--- src/rtl/div_pkg.sv ---
// Shared definitions for the multi-cycle divide sequencer: default operand
// width and the controller state encoding.
package div_pkg;

    localparam int DIV_WIDTH = 32;

    localparam logic [1:0] ST_IDLE_ENC      = 2'd0;
    localparam logic [1:0] ST_DIVBYZERO_ENC = 2'd1;
    localparam logic [1:0] ST_ON_ENC        = 2'd2;
    localparam logic [1:0] ST_END_ENC       = 2'd3;

    typedef enum logic [1:0] {
        S_IDLE      = ST_IDLE_ENC,
        S_DIVBYZERO = ST_DIVBYZERO_ENC,
        S_ON        = ST_ON_ENC,
        S_END       = ST_END_ENC
    } div_state_e;

endpackage

--- src/rtl/div_step.sv ---
// One radix-2 restoring division iteration: shift the next dividend bit into
// the partial remainder, subtract the divisor, keep or restore.
module div_step
    import div_pkg::*;
#(
    parameter int WIDTH = DIV_WIDTH
) (
    input  logic [WIDTH-1:0] rem_i,
    input  logic [WIDTH-1:0] quo_i,
    input  logic [WIDTH-1:0] divisor_i,
    output logic [WIDTH-1:0] rem_o,
    output logic [WIDTH-1:0] quo_o
);

    logic [WIDTH:0] shifted;
    logic [WIDTH:0] trial;

    // The partial remainder stays below the divisor, so the top bit of the
    // restored (WIDTH+1)-bit remainder is always zero and is not carried.
    assign shifted = {rem_i, quo_i[WIDTH-1]};
    assign trial   = shifted - {1'b0, divisor_i};

    assign rem_o = trial[WIDTH] ? shifted[WIDTH-1:0] : trial[WIDTH-1:0];
    assign quo_o = {quo_i[WIDTH-2:0], ~trial[WIDTH]};

endmodule

--- src/rtl/div_seq.sv ---
// DIV/DIVU sequencer for the E stage: stalls the pipeline while the restoring
// divider iterates, applies sign correction and presents {HI,LO}.
module div_seq
    import div_pkg::*;
#(
    parameter int WIDTH = DIV_WIDTH
) (
    input  logic                 clka,
    input  logic                 rst,
    input  logic                 start,
    input  logic                 signed_div,
    input  logic                 annul,
    input  logic [WIDTH-1:0]     opdata1,
    input  logic [WIDTH-1:0]     opdata2,
    output logic                 stall_div,
    output logic                 ready,
    output logic [2*WIDTH-1:0]   result
);

    localparam int CW = $clog2(WIDTH);

    div_state_e        state_q, state_d;
    logic [CW-1:0]     cnt_q, cnt_d;
    logic [WIDTH-1:0]  rem_q, rem_d;
    logic [WIDTH-1:0]  quo_q, quo_d;
    logic [WIDTH-1:0]  dvs_q, dvs_d;
    logic              neg1_q, neg1_d;
    logic              neg2_q, neg2_d;
    logic              bz_q, bz_d;
    logic [2*WIDTH-1:0] result_q;

    logic [WIDTH-1:0]  step_rem, step_quo;
    logic              op1_neg, op2_neg;
    logic [WIDTH-1:0]  op1_mag, op2_mag;
    logic [WIDTH-1:0]  lo_fix, hi_fix, raw_dividend;

    div_step #(.WIDTH(WIDTH)) u_step (
        .rem_i     (rem_q),
        .quo_i     (quo_q),
        .divisor_i (dvs_q),
        .rem_o     (step_rem),
        .quo_o     (step_quo)
    );

    assign op1_neg = signed_div & opdata1[WIDTH-1];
    assign op2_neg = signed_div & opdata2[WIDTH-1];
    assign op1_mag = op1_neg ? -opdata1 : opdata1;
    assign op2_mag = op2_neg ? -opdata2 : opdata2;

    // The dividend is held as a magnitude; negating again recovers the raw value.
    assign raw_dividend = neg1_q ? -quo_q : quo_q;

    assign lo_fix = ((neg1_q ^ neg2_q) & ~bz_q) ? -quo_q : quo_q;
    assign hi_fix = (neg1_q & ~bz_q) ? -rem_q : rem_q;

    // Handshake: start is a level request held by the pipeline; stall_div is
    // high while the request is in flight; ready pulses once with result valid
    // in the same cycle; annul cancels and drops the stall immediately.
    always_comb begin
        state_d   = state_q;
        cnt_d     = cnt_q;
        rem_d     = rem_q;
        quo_d     = quo_q;
        dvs_d     = dvs_q;
        neg1_d    = neg1_q;
        neg2_d    = neg2_q;
        bz_d      = bz_q;
        stall_div = 1'b0;
        ready     = 1'b0;
        case (state_q)
            S_IDLE: begin
                if (start) begin
                    stall_div = 1'b1;
                    if (!annul) begin
                        neg1_d  = op1_neg;
                        neg2_d  = op2_neg;
                        quo_d   = op1_mag;
                        dvs_d   = op2_mag;
                        rem_d   = '0;
                        cnt_d   = '0;
                        bz_d    = (opdata2 == '0);
                        state_d = (opdata2 == '0) ? S_DIVBYZERO : S_ON;
                    end
                end
            end
            S_ON: begin
                stall_div = 1'b1;
                rem_d     = step_rem;
                quo_d     = step_quo;
                cnt_d     = cnt_q + 1'b1;
                if (cnt_q == CW'(WIDTH - 1)) begin
                    state_d = S_END;
                end
            end
            S_DIVBYZERO: begin
                stall_div = 1'b1;
                quo_d     = '1;
                rem_d     = raw_dividend;
                state_d   = S_END;
            end
            S_END: begin
                ready   = 1'b1;
                state_d = S_IDLE;
            end
            default: state_d = S_IDLE;
        endcase
        if (annul) begin
            state_d   = S_IDLE;
            stall_div = 1'b0;
            ready     = 1'b0;
        end
        result = ready ? {hi_fix, lo_fix} : result_q;
    end

    always_ff @(posedge clka or posedge rst) begin
        if (rst) begin
            state_q  <= S_IDLE;
            cnt_q    <= '0;
            rem_q    <= '0;
            quo_q    <= '0;
            dvs_q    <= '0;
            neg1_q   <= 1'b0;
            neg2_q   <= 1'b0;
            bz_q     <= 1'b0;
            result_q <= '0;
        end else begin
            state_q  <= state_d;
            cnt_q    <= cnt_d;
            rem_q    <= rem_d;
            quo_q    <= quo_d;
            dvs_q    <= dvs_d;
            neg1_q   <= neg1_d;
            neg2_q   <= neg2_d;
            bz_q     <= bz_d;
            result_q <= result;
        end
    end

endmodule

--- config.mk ---
export PLATFORM = sky130hd
export DESIGN_NAME = div_seq
export DESIGN_NICKNAME = d
export VERILOG_FILES = /design/src/rtl/div_pkg.sv /design/src/rtl/div_step.sv /design/src/rtl/div_seq.sv
export SDC_FILE = /design/constraint.sdc
export NUM_CORES = 1
export LEC_CHECK = 0
export BUFFER_PORTS_ARGS = -buffer_cell sky130_fd_sc_hd__clkbuf_2
export CAP_MARGIN = 20
export CORE_ASPECT_RATIO = 0.7
export CORE_UTILIZATION = 40
export CTS_CLUSTER_SIZE = 20
export DETAILED_ROUTE_END_ITERATION = 6
export HOLD_SLACK_MARGIN = 0.12
export SLEW_MARGIN = 40
export SYNTH_ARGS = -nofsm -noshare
export SYNTH_HDL_FRONTEND = slang
export SYNTH_HIERARCHICAL = 1
export SYNTH_SLANG_ARGS = --single-unit
--- constraint.sdc ---
create_clock -name clka -period 14.9 [get_ports clka]
set_input_delay 0.745 -clock clka [delete_from_list [all_inputs] [get_ports clka]]
set_output_delay 0.745 -clock clka [all_outputs]
set_load 0.05 [all_outputs]
==> results of run 1 <==
-- per-layer routing --
layer / track usage / share of wire / vias to the layer above
met3: 0.0773 / 0.10 / 53
li1: - / - / 5575
met4: 0.0691 / 0.016 / 0
met5: 0 / 0 / -
met2: 0.339 / 0.41 / 519
met1: 0.381 / 0.48 / 5752
-- cells in the final DEF, fill, tap and decap left out, drive strengths merged, types with 5 or more instances in the layout --
master / Yosys / routed
xnor2: 81 / 81
o41ai: 17 / 17
nor3: 40 / 40
nand4: 9 / 9
xor2: 85 / 85
a21oi: 109 / 109
a22oi: 10 / 10
o22ai: 15 / 15
inv: 61 / 63
o21a: 7 / 7
o2111ai: 5 / 5
nor4: 23 / 23
nor2: 97 / 97
o21ai: 166 / 166
and2: 5 / 5
a31oi: 38 / 38
clkinv: 2 / 8
ha: 44 / 44
mux2i: 5 / 5
a21o: 20 / 20
and3: 9 / 9
nand3: 28 / 28
dfrtp: 170 / 170
buf: 53 / 12
a211oi: 5 / 5
or2: 5 / 5
a41oi: 7 / 7
clkbuf: 83 / 154
nand2: 162 / 162
nand3b: 6 / 6
nand2b: 10 / 10
o221ai: 7 / 7
a221oi: 13 / 13
mux2: 24 / 24
o31ai: 38 / 38
or4: 12 / 12
or3: 17 / 17
nor3b: 6 / 6
-- area by class of cell --
class / instances / area, sq um
inverter: 63 / 251
sequential: 170 / 4250
tap: 420 / 526
timing repair buffer: 146 / 764
clock buffer: 20 / 457
fill: 3147 / 17400
multi-input combinational: 1175 / 7680
clock inverter: 12 / 92.6
-- per-stage QoR --
stage / setup slack [ns] / area, sq um / hold slack [ns] / instances / util
3_5_place_dp: 10.67 / 13500 / 0.470 / 1974 / 0.428
5_1_grt: 10.13 / 14000 / 0.458 / 2006 / 0.446
6_report: 10.43 / 14000 / 0.386 / 2006 / 0.446
3_3_place_gp: 10.88 / 13400 / 0.466 / 1974 / 0.428
2_1_floorplan: 9.55 / 12900 / 0.450 / 1546 / -
4_1_cts: 10.08 / 14000 / 0.436 / 2006 / 0.446
-- cell families after synthesis --
logic type,count (synthesis),synth area share
buf+inv,201,0.0778
mux,29,0.0314
flops,170,0.330
fa+ha+maj,45,0.0443
simple gates,448,0.168
xor+xnor,166,0.113
compound gates,487,0.235
-- worst max path at each step --
stage | startpoint | endpoint | cells past startpoint | slack [ns]
2_1_floorplan | rst | bz_q | 1 | 9.55
3_3_place_gp | quo_q[0] | result[24] | 8 | 10.88
3_5_place_dp | quo_q[0] | result[24] | 8 | 10.67
4_1_cts | quo_q[0] | result[24] | 8 | 10.08
5_1_grt | quo_q[0] | result[24] | 8 | 10.13
6_report | quo_q[0] | result[24] | 8 | 10.43
-- flip-flops by register name, summed over array words and instances, names as in the netlist --
name / cells
cnt_q: 5
rem_q: 32
quo_q: 32
neg2_q: 1
dvs_q: 32
result_q: 64
bz_q: 1
neg1_q: 1
state_q: 2
==> flow_summary.ini, run 1 <==
[synthesis]
yosysWarnings = 6
postSynth.asyncResetShare = 1.00
syn_nets = 1660
ys_seq_area_frac = 0.330
ys_top_cells_by_count = 170 x dfrtp_1, 165 x o21ai_0, 162 x nand2_1, 107 x a21oi_1, 96 x nor2_1
synth.top_cell.area_share = 0.330
ys_top_cells_by_area = dfrtp_1 33%, o21ai_0 6.4%, xor2_1 5.8%
synth_most_common_cell = dfrtp_1
syn_inst = 1546
ys_types = 90
synth-edff-count = 0
ys_ff_latch = 170
syn_area_sq_um = 12900
synth_flop_cell = dfrtp_1
synth_top_cell_by_area = dfrtp_1
postSynthAreaPerCell_sq_um = 8.33

[global_route]
antenna_found_initial = 0
grt_start_max_net_pins = 100
grt_pass1_wl_mm = 64.4
grt_pass1_vias = 10991
gr-total-overflow = 0
grt_usage = 0.252

[routing]
wl_mm = 41.0
ant_nets = 0
viasPerCell = 5.93
wl_per_cell_um = 20.4
drtPass1Iterations = 5
route.vias.total = 11899
dr.first_iter.drc_count = 1413
remaining_drc_errors = 0

[clock_network]
cts_resized = 0
clk_pin_slew_ns = 0.07
clockRootBuffer = clkbuf_16
cts-hold-fix-buffers = 0
htreeDepth = 4
insertion_delay_ns = 0.46
cts.sinks = 170
cts_tree = done
cts-buffers-inserted = 17
cts_buffer_depth = 2
cts_setup_buffers = 0

[worst_setup_path]
critPathArrivalTime_ns = 3.72
reg2reg_slack_ns = 10.79
path_max_fanout = 16
rr_worst_depth = 16
r2r-end = rem_q[19]
critical_path.endpoint_type = output pin
crit_type = reg2out
r2r-start = quo_q[31]
cpLargestDelayFamily = simple AND/OR/NAND/NOR gates
path_cells = inv_1 > ha_1 > nor3b_2 > nand4_1 > o31ai_1 > xor2_1 > o21ai_0 > clkbuf_2
crit_slowest_cell = nand4_1
max_stage_delay_ns = 0.74
worstSetupStartpointType = register
worstPathRequired_ns = 14.16
cp_num_buf_inv = 2

[sta]
drv_slew = 0
slew_headroom = 0.424
finalCritPeriodShare = 0.300
rsz0062_at_grt = false
worst_slew_pin_slew_ns = 0.864
setup_tns_ns = 0
worst_clock_skew_ns = 0.0141
setup_viol = 0
timing.fmax_mhz = 224
hold_violations = 0
final.min_clock_period_ns = 4.47

[floorplan]
die_x_um = 216
row_count = 54
io_pins = 135
coreArea_sq_um = 31400
start_util = 0.410
die_area_sq_um = 32900
dieHeight_um = 152

[outcome]
status = complete, no violations

[placement]
io_buffer_count = 134
place.gp.congestion = 0.922
dpl.hpwl_mm = 30.6

[min_path]
hold_class = in2async

[finish]
final_nets = 1687
diodes = 0
area_growth_pct = 8.91
drive_above_1_share = 0.149

[flow_run]
cap_viol_max_count = 0
Power of run 1 is left out: the tool's default activity adds up to more than one toggle a clock period on the data nets, which glitch-free logic cannot reach.
==> run 2, diff against run 1 <==
==> constraint.sdc (replaced) <==
create_clock -name clka -period 4.2 [get_ports clka]
set_input_delay 0.21 -clock clka [delete_from_list [all_inputs] [get_ports clka]]
set_output_delay 0.21 -clock clka [all_outputs]
set_load 0.05 [all_outputs]
==> flow_summary.ini, run 2 (same netlist as run 1, synthesis figures left out) <==
[routing]
route.vias.total = 12009
ant_nets = 0
wl_mm = 42.7
remaining_drc_errors = 3
viasPerCell = 5.80
drtPass1Iterations = 7
wl_per_cell_um = 20.6
dr.first_iter.drc_count = 1254

[clock_network]
clk_pin_slew_ns = 0.07
cts_buffer_depth = 2
cts_tree = done
cts.sinks = 170
clockRootBuffer = clkbuf_16
htreeDepth = 4
insertion_delay_ns = 0.46
cts-buffers-inserted = 17

[finish]
drive_above_1_share = 0.157
mostFrequentLayoutCell = dfrtp_1
final_nets = 1752
area_growth_pct = 14.0
nFillCells = 3118
multiInputGateArea_sq_um = 7660
regArea_sq_um = 4250
largest-register = result_q
largest_register_ffs = 64
final_cell_mix = 170 x dfrtp_1, 164 x o21ai_0, 160 x nand2_1

[floorplan]
row_count = 54
die_area_sq_um = 32900
io_pins = 135
coreArea_sq_um = 31400
start_util = 0.410
die_x_um = 216
dieHeight_um = 152

[sta]
slew_headroom = 0.470
setup_tns_ns = 0
finalCritPeriodShare = 0.921
worst_slack_ns = 0.331
setup_viol = 0
hold_violations = 0
drv_slew = 0
worst_slew_pin_slew_ns = 0.788
rsz0062_at_grt = false
final.min_clock_period_ns = 3.87
whs_ns = 0.134
timing.fmax_mhz = 258
worst_clock_skew_ns = 0.0137

[worst_setup_path]
path_max_fanout = 24
r2r-start = quo_q[31]
critPathArrivalTime_ns = 4.22
critical_path.endpoint_type = register
reg2reg_slack_ns = 0.33
r2r-end = rem_q[19]
worstPathRequired_ns = 4.55
crit_type = reg2reg
worstSetupStartpointType = register
rr_worst_depth = 16

[placement]
place.gp.congestion = 1.00
io_buffer_count = 134
dpl.hpwl_mm = 32.3
pre_cts_slack_ns = 0.412

[global_route]
antenna_found_initial = 1
grt_start_max_net_pins = 95
grt_usage = 0.260
grt_pass1_wl_mm = 66.0
grt_pass1_vias = 11050
gr-total-overflow = 0

[outcome]
violations = design-rule violations
status = finished, violations left

[min_path]
worstHoldEndpoint = quo_q[13]
min_from = opdata1[13]
hold_class = in2reg
whs_path_depth = 3

[flow_run]
cap_viol_max_count = 0
run 2: layout make-up:
type,instances,area share
inverters,63,0.0169
clock buffers,19,0.0302
repair buffers,211,0.0923
clock inverters,13,0.0131
well taps,420,0.0358
multi-input cells,1175,0.522
flip-flops and latches,170,0.290
diodes,1,0.000171
run 2: per-stage QoR:
| step | util | instance area, sq um | cells |
|---|---|---|---|
| finish | 0.467 | 14700 | 2072 |
| global route | 0.467 | 14700 | 2071 |
| CTS | 0.467 | 14700 | 2071 |
| detailed placement | 0.435 | 13700 | 2002 |
| global placement | 0.435 | 13700 | 2002 |
| floorplan | - | 12900 | 1546 |
run 2: what timing repair did:
action / CTS / global route
setup buffers: 0 / 0
hold buffers: 37 / 0
endpoints found under the hold margin: 60 / 0
gates resized for setup: 0 / 0
run 2: how the worst max path moves through the flow:
stage,from,depth (start not counted),to,slack (ns)
after floorplan,quo_q[31],18,rem_q[19],0.52
after global placement,quo_q[31],16,rem_q[19],0.47
after detailed placement,quo_q[31],15,rem_q[7],0.41
after CTS,quo_q[31],16,rem_q[19],0.39
after global routing,quo_q[31],16,rem_q[19],0.19
final,quo_q[31],16,rem_q[19],0.33
run 2: layer usage:
layer	track usage	vias up	routed length, um
met4	0.0550	0	617
met2	0.351	471	16900
met1	0.392	5775	20800
li1	-	5729	-
met5	0	-	0
met3	0.0911	34	4410
run 2: worst max-delay path, cell delays in order (launching register included):
cell,delay [ns]
dfrtp_1,0.35
inv_1,0.05
ha_1,0.21
fa_1,0.40
and2b_1,0.24
o2111ai_2,0.13
a21oi_2,0.31
o2111ai_1,0.22
a211oi_2,0.32
nor2_4,0.10
mux2i_4,0.20
and2_4,0.21
inv_8,0.21
mux2_4,0.34
a32oi_1,0.15
o21ai_0,0.10
a21o_1,0.18
Power of run 2 is left out for the same reason.
==> run 3, diff against run 2 <==
--- a/config.mk
+++ b/config.mk
@@ -7,11 +7,11 @@
 export LEC_CHECK = 0
 export BUFFER_PORTS_ARGS = -buffer_cell sky130_fd_sc_hd__clkbuf_2
 export CAP_MARGIN = 20
-export CORE_ASPECT_RATIO = 0.7
 export CORE_UTILIZATION = 40
 export CTS_CLUSTER_SIZE = 20
 export DETAILED_ROUTE_END_ITERATION = 6
 export HOLD_SLACK_MARGIN = 0.12
+export PLACE_DENSITY_LB_ADDON = 0.08
 export SLEW_MARGIN = 40
 export SYNTH_ARGS = -nofsm -noshare
 export SYNTH_HDL_FRONTEND = slang
==> flow_summary.ini, run 3 (same netlist as run 1, synthesis figures left out) <==
[outcome]
status = complete, no violations

[global_route]
grt_usage = 0.252
grt_pass1_wl_mm = 64.3
antenna_found_initial = 0
grt_pass1_vias = 11046
gr-total-overflow = 0
grt_start_max_net_pins = 86

[floorplan]
die_area_sq_um = 32900
dieHeight_um = 181
coreArea_sq_um = 31600
die_x_um = 181
start_util = 0.407
row_count = 65
io_pins = 135

[routing]
route.vias.total = 11746
ant_nets = 0
dr.first_iter.drc_count = 926
drtPass1Iterations = 5
remaining_drc_errors = 0
wl_mm = 41.3
viasPerCell = 5.71
wl_per_cell_um = 20.1

[worst_setup_path]
worstSetupStartpointType = register
critPathArrivalTime_ns = 3.70
rr_worst_depth = 16
critical_path.endpoint_type = output pin
reg2reg_slack_ns = 0.35
path_max_fanout = 20
worstPathRequired_ns = 3.99
crit_type = reg2out

[clock_network]
htreeDepth = 4
cts_resized = 0
cts-hold-fix-buffers = 38
cts-buffers-inserted = 17
cts_buffer_depth = 2
clockRootBuffer = clkbuf_16
clk_pin_slew_ns = 0.07
cts_tree = done
cts.sinks = 170
insertion_delay_ns = 0.45
cts_setup_buffers = 0

[sta]
drv_slew = 0
finalCritPeriodShare = 0.931
final.min_clock_period_ns = 3.91
slew_headroom = 0.472
timing.fmax_mhz = 256
rsz0062_at_grt = false
worst_slew_pin_slew_ns = 0.785
whs_ns = 0.130
setup_viol = 0
hold_violations = 0
worst_clock_skew_ns = 0.0139
setup_tns_ns = 0

[finish]
multiInputGateArea_sq_um = 7660
final_nets = 1756
regArea_sq_um = 4250
diodes = 0
final_cell_mix = 170 x dfrtp_1, 164 x o21ai_0, 160 x nand2_1
largest_register_ffs = 64
mostFrequentLayoutCell = dfrtp_1
largest-register = result_q
area_growth_pct = 14.1
drive_above_1_share = 0.159
nFillCells = 3143

[flow_run]
cap_viol_max_count = 0

[placement]
dpl.hpwl_mm = 31.5
place.gp.congestion = 0.920
io_buffer_count = 134

[min_path]
hold_class = in2reg
whs_path_depth = 4
## run 3: changes by cell type in the layout (fill, tap and decap cells not counted), moves of 2 or more
cell / change
buf_4: +3
clkinv_2: +2
clkinv_4: -2
clkinvlp_4: -2
inv_6: +2
## run 3: final cells by class
| class | instances | share of cell area |
|---|---|---|
| Clock buffer | 19 | 0.0308 |
| Clock inverter | 13 | 0.0128 |
| Inverter | 63 | 0.0169 |
| Multi-Input combinational cell | 1175 | 0.521 |
| Sequential cell | 170 | 0.290 |
| Tap cell | 402 | 0.0342 |
| Timing Repair Buffer | 215 | 0.0944 |
## run 3: routing by layer
| layer | global-route usage | wire [um] |
|---|---|---|
| met1 | 0.372 | 20500 |
| met5 | 0 | 0 |
| met3 | 0.0401 | 2120 |
| met4 | 0.0824 | 1010 |
| met2 | 0.374 | 17700 |
## run 3: worst paths after layout
path / startpoint / endpoint
hold reg to reg: dvs_q[9] / dvs_q[9]
hold / removal: opdata2[31] / bz_q
max in group asynchronous: rst / dvs_q[19]
setup reg to reg: quo_q[31] / rem_q[19]
min in group asynchronous: rst / result_q[28]
setup / recovery: quo_q[4] / result[31]
## run 3: worst max-delay path: stages, from the launching register on
cell      delay, ns
dfrtp_1        0.52
or4_1          0.68
or3_4          0.49
nor4_1         0.59
o21ai_0        0.20
a31oi_1        0.41
clkbuf_2       0.35
## run 3: stage by stage
stage,area [sq um],cells,util,setup slack (ns)
after floorplan,12900,1546,-,0.518
after global placement,13700,1987,0.432,0.461
after detailed placement,13700,1987,0.432,0.371
after CTS,14700,2057,0.464,0.168
after global routing,14700,2057,0.464,0.128
final,14700,2057,0.464,0.289
Power of run 3 is left out for the same reason.
